### src/rtl/alu_arbiter_if.sv
// Bus bundle between the alu_arbiter and its two requesters plus the shared ALU.
// slave is the arbiter's view; master is the collective view of requesters and ALU.
interface alu_arbiter_if;
  logic        req0_valid;
  logic        req0_ready;
  logic [31:0] req0_srcA;
  logic [31:0] req0_srcB;
  logic [2:0]  req0_aluOp;
  logic        req1_valid;
  logic        req1_ready;
  logic [31:0] req1_srcA;
  logic [31:0] req1_srcB;
  logic [2:0]  req1_aluOp;
  logic        rsp0_valid;
  logic        rsp0_ready;
  logic        rsp1_valid;
  logic        rsp1_ready;
  logic [31:0] rsp_result;
  logic        rsp_zero;
  logic [31:0] alu_srcA;
  logic [31:0] alu_srcB;
  logic [2:0]  alu_aluOp;
  logic [31:0] alu_result;
  logic        alu_zero;

  modport slave (
    input  req0_valid, req0_srcA, req0_srcB, req0_aluOp,
    input  req1_valid, req1_srcA, req1_srcB, req1_aluOp,
    input  rsp0_ready, rsp1_ready, alu_result, alu_zero,
    output req0_ready, req1_ready, rsp0_valid, rsp1_valid,
    output rsp_result, rsp_zero, alu_srcA, alu_srcB, alu_aluOp
  );

  modport master (
    output req0_valid, req0_srcA, req0_srcB, req0_aluOp,
    output req1_valid, req1_srcA, req1_srcB, req1_aluOp,
    output rsp0_ready, rsp1_ready, alu_result, alu_zero,
    input  req0_ready, req1_ready, rsp0_valid, rsp1_valid,
    input  rsp_result, rsp_zero, alu_srcA, alu_srcB, alu_aluOp
  );
endinterface

### src/rtl/alu_arbiter.sv
// Two-requester arbiter for the shared ALU with a one-entry tagged response buffer.
// Round-robin or fixed-priority grant; accept and drain may happen in the same cycle.
module alu_arbiter #(
  parameter bit         FIXED_PRIO = 1'b0,
  parameter logic [2:0] ALU_OP_ADD = 3'b000
) (
  input logic          clk,
  input logic          reset,
  alu_arbiter_if.slave bus
);
  localparam logic [0:0] EMPTY = 1'b0;
  localparam logic [0:0] FULL  = 1'b1;

  logic [0:0]  state_q, state_d;
  logic        owner_q, owner_d;
  logic        ptr_q, ptr_d;
  logic [31:0] result_q, result_d;
  logic        zero_q, zero_d;
  logic        drain, can_accept, gnt_any, gnt_id, accept;

  always_comb begin
    drain      = (state_q == FULL) && (owner_q ? bus.rsp1_ready : bus.rsp0_ready);
    can_accept = (state_q == EMPTY) || drain;
  end

  // Fixed mode always has a grant target (req1 whenever req0 is idle); round-robin only grants a valid requester.
  always_comb begin
    gnt_any = 1'b0;
    gnt_id  = 1'b0;
    if (can_accept) begin
      if (FIXED_PRIO) begin
        gnt_any = 1'b1;
        gnt_id  = !bus.req0_valid;
      end else if (ptr_q ? bus.req1_valid : bus.req0_valid) begin
        gnt_any = 1'b1;
        gnt_id  = ptr_q;
      end else if (ptr_q ? bus.req0_valid : bus.req1_valid) begin
        gnt_any = 1'b1;
        gnt_id  = ~ptr_q;
      end
    end
    accept = gnt_any && (gnt_id ? bus.req1_valid : bus.req0_valid);
  end

  always_comb begin
    bus.req0_ready = gnt_any && !gnt_id;
    bus.req1_ready = gnt_any && gnt_id;
    bus.alu_srcA   = '0;
    bus.alu_srcB   = '0;
    bus.alu_aluOp  = ALU_OP_ADD;
    if (gnt_any) begin
      bus.alu_srcA  = gnt_id ? bus.req1_srcA  : bus.req0_srcA;
      bus.alu_srcB  = gnt_id ? bus.req1_srcB  : bus.req0_srcB;
      bus.alu_aluOp = gnt_id ? bus.req1_aluOp : bus.req0_aluOp;
    end
  end

  always_comb begin
    bus.rsp0_valid = (state_q == FULL) && !owner_q;
    bus.rsp1_valid = (state_q == FULL) && owner_q;
    bus.rsp_result = result_q;
    bus.rsp_zero   = zero_q;
  end

  always_comb begin
    state_d  = state_q;
    owner_d  = owner_q;
    ptr_d    = ptr_q;
    result_d = result_q;
    zero_d   = zero_q;
    if (accept) begin
      state_d  = FULL;
      owner_d  = gnt_id;
      result_d = bus.alu_result;
      zero_d   = bus.alu_zero;
      ptr_d    = FIXED_PRIO ? 1'b0 : ~gnt_id;
    end else if (drain) begin
      state_d  = EMPTY;
    end
  end

  always_ff @(posedge clk) begin
    if (reset) begin
      state_q  <= EMPTY;
      owner_q  <= 1'b0;
      ptr_q    <= 1'b0;
      result_q <= '0;
      zero_q   <= 1'b0;
    end else begin
      state_q  <= state_d;
      owner_q  <= owner_d;
      ptr_q    <= ptr_d;
      result_q <= result_d;
      zero_q   <= zero_d;
    end
  end
endmodule

### src/flat_wrapper.sv
// flat-port wrapper written by rule: the top's interface ports become plain ports
module alu_arbiter_flat 
#(
  parameter bit         FIXED_PRIO = 1'b0,
  parameter logic [2:0] ALU_OP_ADD = 3'b000
)
  (clk, reset, bus_req0_valid, bus_req0_srcA, bus_req0_srcB, bus_req0_aluOp, bus_req1_valid, bus_req1_srcA, bus_req1_srcB, bus_req1_aluOp, bus_rsp0_ready, bus_rsp1_ready, bus_alu_result, bus_alu_zero, bus_req0_ready, bus_req1_ready, bus_rsp0_valid, bus_rsp1_valid, bus_rsp_result, bus_rsp_zero, bus_alu_srcA, bus_alu_srcB, bus_alu_aluOp);
  alu_arbiter_if bus_i ();
  input logic clk;
  input logic reset;
  input wire logic [$bits(bus_i.req0_valid)-1:0] bus_req0_valid;
  input wire logic [$bits(bus_i.req0_srcA)-1:0] bus_req0_srcA;
  input wire logic [$bits(bus_i.req0_srcB)-1:0] bus_req0_srcB;
  input wire logic [$bits(bus_i.req0_aluOp)-1:0] bus_req0_aluOp;
  input wire logic [$bits(bus_i.req1_valid)-1:0] bus_req1_valid;
  input wire logic [$bits(bus_i.req1_srcA)-1:0] bus_req1_srcA;
  input wire logic [$bits(bus_i.req1_srcB)-1:0] bus_req1_srcB;
  input wire logic [$bits(bus_i.req1_aluOp)-1:0] bus_req1_aluOp;
  input wire logic [$bits(bus_i.rsp0_ready)-1:0] bus_rsp0_ready;
  input wire logic [$bits(bus_i.rsp1_ready)-1:0] bus_rsp1_ready;
  input wire logic [$bits(bus_i.alu_result)-1:0] bus_alu_result;
  input wire logic [$bits(bus_i.alu_zero)-1:0] bus_alu_zero;
  output wire logic [$bits(bus_i.req0_ready)-1:0] bus_req0_ready;
  output wire logic [$bits(bus_i.req1_ready)-1:0] bus_req1_ready;
  output wire logic [$bits(bus_i.rsp0_valid)-1:0] bus_rsp0_valid;
  output wire logic [$bits(bus_i.rsp1_valid)-1:0] bus_rsp1_valid;
  output wire logic [$bits(bus_i.rsp_result)-1:0] bus_rsp_result;
  output wire logic [$bits(bus_i.rsp_zero)-1:0] bus_rsp_zero;
  output wire logic [$bits(bus_i.alu_srcA)-1:0] bus_alu_srcA;
  output wire logic [$bits(bus_i.alu_srcB)-1:0] bus_alu_srcB;
  output wire logic [$bits(bus_i.alu_aluOp)-1:0] bus_alu_aluOp;
  assign bus_i.req0_valid = bus_req0_valid;
  assign bus_i.req0_srcA = bus_req0_srcA;
  assign bus_i.req0_srcB = bus_req0_srcB;
  assign bus_i.req0_aluOp = bus_req0_aluOp;
  assign bus_i.req1_valid = bus_req1_valid;
  assign bus_i.req1_srcA = bus_req1_srcA;
  assign bus_i.req1_srcB = bus_req1_srcB;
  assign bus_i.req1_aluOp = bus_req1_aluOp;
  assign bus_i.rsp0_ready = bus_rsp0_ready;
  assign bus_i.rsp1_ready = bus_rsp1_ready;
  assign bus_i.alu_result = bus_alu_result;
  assign bus_i.alu_zero = bus_alu_zero;
  assign bus_req0_ready = bus_i.req0_ready;
  assign bus_req1_ready = bus_i.req1_ready;
  assign bus_rsp0_valid = bus_i.rsp0_valid;
  assign bus_rsp1_valid = bus_i.rsp1_valid;
  assign bus_rsp_result = bus_i.rsp_result;
  assign bus_rsp_zero = bus_i.rsp_zero;
  assign bus_alu_srcA = bus_i.alu_srcA;
  assign bus_alu_srcB = bus_i.alu_srcB;
  assign bus_alu_aluOp = bus_i.alu_aluOp;
  alu_arbiter #(.FIXED_PRIO(FIXED_PRIO), .ALU_OP_ADD(ALU_OP_ADD)) u_core (.clk(clk), .reset(reset), .bus(bus_i));
endmodule
### config.mk
export PLATFORM = sky130hd
export DESIGN_NAME = alu_arbiter_flat
export DESIGN_NICKNAME = d
export VERILOG_FILES = /design/src/rtl/alu_arbiter_if.sv /design/src/rtl/alu_arbiter.sv /design/src/flat_wrapper.sv
export SDC_FILE = /design/constraint.sdc
export NUM_CORES = 1
export LEC_CHECK = 0
export ABC_AREA = 0
export BUFFER_PORTS_ARGS = -buffer_cell sky130_fd_sc_hd__buf_2
export CAP_MARGIN = 20
export CORE_AREA = 3 3 107 109
export CTS_CLUSTER_SIZE = 24
export DETAILED_ROUTE_END_ITERATION = 8
export DIE_AREA = 0 0 110 112
export HOLD_SLACK_MARGIN = 0.1
export SETUP_SLACK_MARGIN = 0.2
export SYNTH_ARGS = -nofsm -noshare
export SYNTH_HDL_FRONTEND = slang
export SYNTH_SLANG_ARGS = --single-unit
### constraint.sdc
create_clock -name clk -period 1.6 [get_ports clk]
set_input_delay 0.32 -clock clk [delete_from_list [all_inputs] [get_ports clk]]
set_output_delay 0.32 -clock clk [all_outputs]
set_load 0.05 [all_outputs]
==> results by group <==
Outcome
  – Outcome: complete, but fails checks
  – Failing checks: setup timing

Logic synthesis
  – Share of flip-flops with an asynchronous set or reset: 0%
  – Yosys top cell area share: 27.1%
  – Sequential share of the synthesized area: 27.1%
  – #FFs+latches synth: 36
  – Avg Inst Size Synth: 7.65 µm²
  – Largest family of logic cells by synthesized area: compound AO/OA/AOI/OAI gates
  – Synth Cell Area: 2660 µm²
  – Net Count, Synth: 520
  – Top post-synthesis cells by area: dfxtp_1 (27%), o211ai_1 (18%), a21oi_1 (13%), nand3_1 (13%), a22o_2 (12%)
  – EDFF count, synth: 0
  – Synth Instances: 347
  – Ys Warns: 0
  – Synth Area in XOR/XNOR: 0%
  – Synth cell types: 29
  – Synth Area in Adders: 0%
  – Simple-gate area share of the yosys netlist: 15.0%
  – Most used DFF post-synth: dfxtp_1
  – Mux share of post-synthesis cell area: 0.943%
  – Post-synth top area cell: dfxtp_1
  – Compound-Gate Fraction of Synth Area: 46.6%

Place
  – IO Port Bufs: 276
  – RD Place Congestion: 0.805
  – Detailed Place HPWL: 9.72 mm

Final layout
  – Synth-to-Final Area Change: 141%
  – Nets@finish: 808
  – Layout cells sized above 1: 72.6%
  – Fillers: 943
  – Final Util: 59.8%

Timing
  – Final worst setup slack: -0.345 ns
  – Period utilisation layout: 122%
  – Pins Over Slew Limit: 0
  – Peak Freq: 514 MHz
  – Post-route minimum period: 1.95 ns
  – Fin. Hold Viols: 0
  – Setup_tns: -25.51 ns
  – Clock skew: 0.0121 ns
  – RSZ-0062 raised after global routing: true
  – Endpoints failing setup: 102
  – Worst slew margin: 78.8%
  – Worst-Margin Slew: 0.317 ns

Pwr
  – Seq pwr share: 20.6%
  – Power Dens Cells: 777 nW/µm²
  – Pint: 2.64 mW
  – Sw Share: 46.8%
  – Worst vdd ir: 0.668 mV
  – Clock power share: 14.1%
  – Psw: 2.33 mW
  – Logic gate share of total power: 65.2%
  – Leakage: 2.72 nW
  – Final Power: 4.97 mW

Critical path
  – CP top delay family: buffers and inverters
  – Critical-path maximum fanout: 9
  – Slowest stage delay, CP: 0.34 ns
  – CP required: 1.28 ns
  – CP Launch Point: u_core.owner_q$_SDFFE_PP0P_
  – R2r startpoint: u_core.owner_q$_SDFFE_PP0P_
  – Critical path startpoint category: flop
  – Worst path most repeated cell: buf_12
  – Worst path slowest cell: dfxtp_2
  – CP Class: flop to output port
  – Crit-path cells: mux2_4, nor2_4, buf_12, buf_12, a21oi_4, buf_6
  – WP buf/inv: 3
  – CP Capture Type: output port
  – CP arrival: 1.63 ns

Floorplanning
  – Rows: 38
  – Starting density of the core: 24.8%
  – Core area: 10700 µm²
  – Die Ht: 112 µm
  – Die area: 12300 µm²
  – Die X: 110 µm
  – Io pins: 277

Clocking
  – Reg clk slew, reported paths: 0.08 ns
  – CTS Buffer Depth: 2
  – Total CTS buffers: 5
  – H-tree level count: 2
  – CTS tree: yes
  – Worst skew pair latency: 0.29 ns
  – Clk sinks: 36
  – Root Buffer: clkbuf_8

Global route
  – Vias in the first global route: 4355
  – Total Routing Usage GR: 21.3%
  – Gr ovfl total: 0
  – Antenna violations before repair: 1
  – First-pass GRT wire length: 21.4 mm
  – Largest net degree at the start of global routing: 42

Drt
  – WL final: 13.9 mm
  – DR WL/cell: 17.9 µm
  – DR vias: 4111
  – Drt pass-1 iters: 4
  – DRC: 0
  – Drt via density: 5.29
  – ANT nets after route: 0
  – Initial DRC Count: 261

Job
  – Max-Cap Viols: 0

Min path
  – Worst hold start: bus_alu_result[1]
  – Worst Hold Class: input port to flop
[logic make-up (layout without fill, tap and decap cells)]
group / count (synthesis) / in the layout
other: 0 / 1
AOI/OAI and AO/OA: 177 / 177
and+or+nand+nor: 78 / 78
muxes: 2 / 2
buffers and inverters: 54 / 343
DFF: 36 / 36
[worst reg2reg max path, stage by stage (launching register included)]
cell and delay (ns):
dfxtp_2 0.33, buf_4 0.13, buf_6 0.11, mux2i_4 0.18, buf_6 0.12, a31o_4 0.27, buf_12 0.14, buf_16 0.14
a22o_4 0.21
[cells in the mapped netlist, drive strengths merged (2+ instances only)]
library cell	n
o21ai	5
nor2	3
o211ai	65
dfxtp	36
a21oi	69
a22o	33
nor2b	2
inv	4
buf	25
nand3	67
clkbuf	25
[area by class of cell]
cell class	count	area (µm²)	share of cell area [%]
antenna	1	2.50	0.0391
clock buffer	6	82.6	1.29
clock inverter	2	13.8	0.215
inverter	4	15.0	0.235
multi-input combinational	257	2650	41.4
sequential	36	727	11.4
tap	140	175	2.74
timing repair buffer	331	2730	42.7
[timing repair]
action,in CTS,in global routing
resized for setup,179,7
buffers inserted,12,1
hold buffers,0,0
cloned,7,0
setup endpoints to repair,104,105
pin swaps,4,3
[sequential cells by signal (all words and copies together), names as in the netlist]
signal,count
u_core.owner_q,1
u_core.bus.rsp_result,32
u_core.ptr_q,1
u_core.bus.rsp_zero,1
u_core.state_q,1
[metal layers]
layer / vias up / wire, µm / track usage [%]
met2: 194 / 7350 / 40.6
met3: 23 / 1110 / 3.94
met1: 1965 / 5090 / 22.9
met5: - / 0 / 0
met4: 0 / 329 / 7.40
li1: 1929 / - / -
[placed cells by master, fill, tap and decap left out, drive strengths merged]
| master | synthesis | routed |
|---|---|---|
| a31o | 1 | 1 |
| mux2i | 1 | 1 |
| diode | 0 | 1 |
| o21a | 1 | 1 |
| nor4b | 1 | 1 |
| nor2b | 2 | 2 |
| a31oi | 1 | 1 |
| clkinv | 0 | 1 |
| nand4 | 1 | 1 |
| buf | 25 | 331 |
| clkbuf | 25 | 6 |
| o311ai | 1 | 1 |
| nor3 | 1 | 1 |
| inv | 4 | 5 |
| mux2 | 1 | 1 |
| nand3 | 67 | 67 |
| o211ai | 65 | 65 |
| a22o | 33 | 33 |
| or2 | 1 | 1 |
| nor2 | 3 | 3 |
| and2 | 1 | 1 |
| dfxtp | 36 | 36 |
| nand2b | 1 | 1 |
| a21oi | 69 | 69 |
| a211oi | 1 | 1 |
| o21ai | 5 | 5 |
[metrics by stage]
stage	area [µm²]	setup slack, ns	std cells	hold WS [ns]
floorplan	3780	0.0244	347	0.382
global placement	5330	-0.197	748	0.452
detailed placement	5330	-0.248	748	0.453
CTS	6330	-0.357	775	0.235
global route	6390	-0.415	777	0.237
finish	6390	-0.345	777	0.240
[final timing paths]
kind | cells past startpoint | endpoint | slack, ns
setup reg to reg | 8 | u_core.bus.rsp_result[23]$_SDFFE_PP0P_ | -0.12
hold reg to reg | 1 | u_core.bus.rsp_result[8]$_SDFFE_PP0P_ | 0.48
hold / removal | 2 | u_core.bus.rsp_result[1]$_SDFFE_PP0P_ | 0.24
setup / recovery | 6 | bus_alu_srcA[17] | -0.35
[power groups by stage]
| stage | clock, mW | combinational (mW) | sequential, mW |
|---|---|---|---|
| 2_1_floorplan | 0 | 1.83 | 1.27 |
| 5_1_grt | 0.757 | 3.39 | 1.04 |
| 3_5_place_dp | 0 | 2.72 | 1.03 |
| 6_report | 0.702 | 3.24 | 1.03 |
| 4_1_cts | 0.712 | 3.23 | 1.02 |
| 3_3_place_gp | 0 | 2.69 | 1.03 |
(Power assumes the default switching activity.)
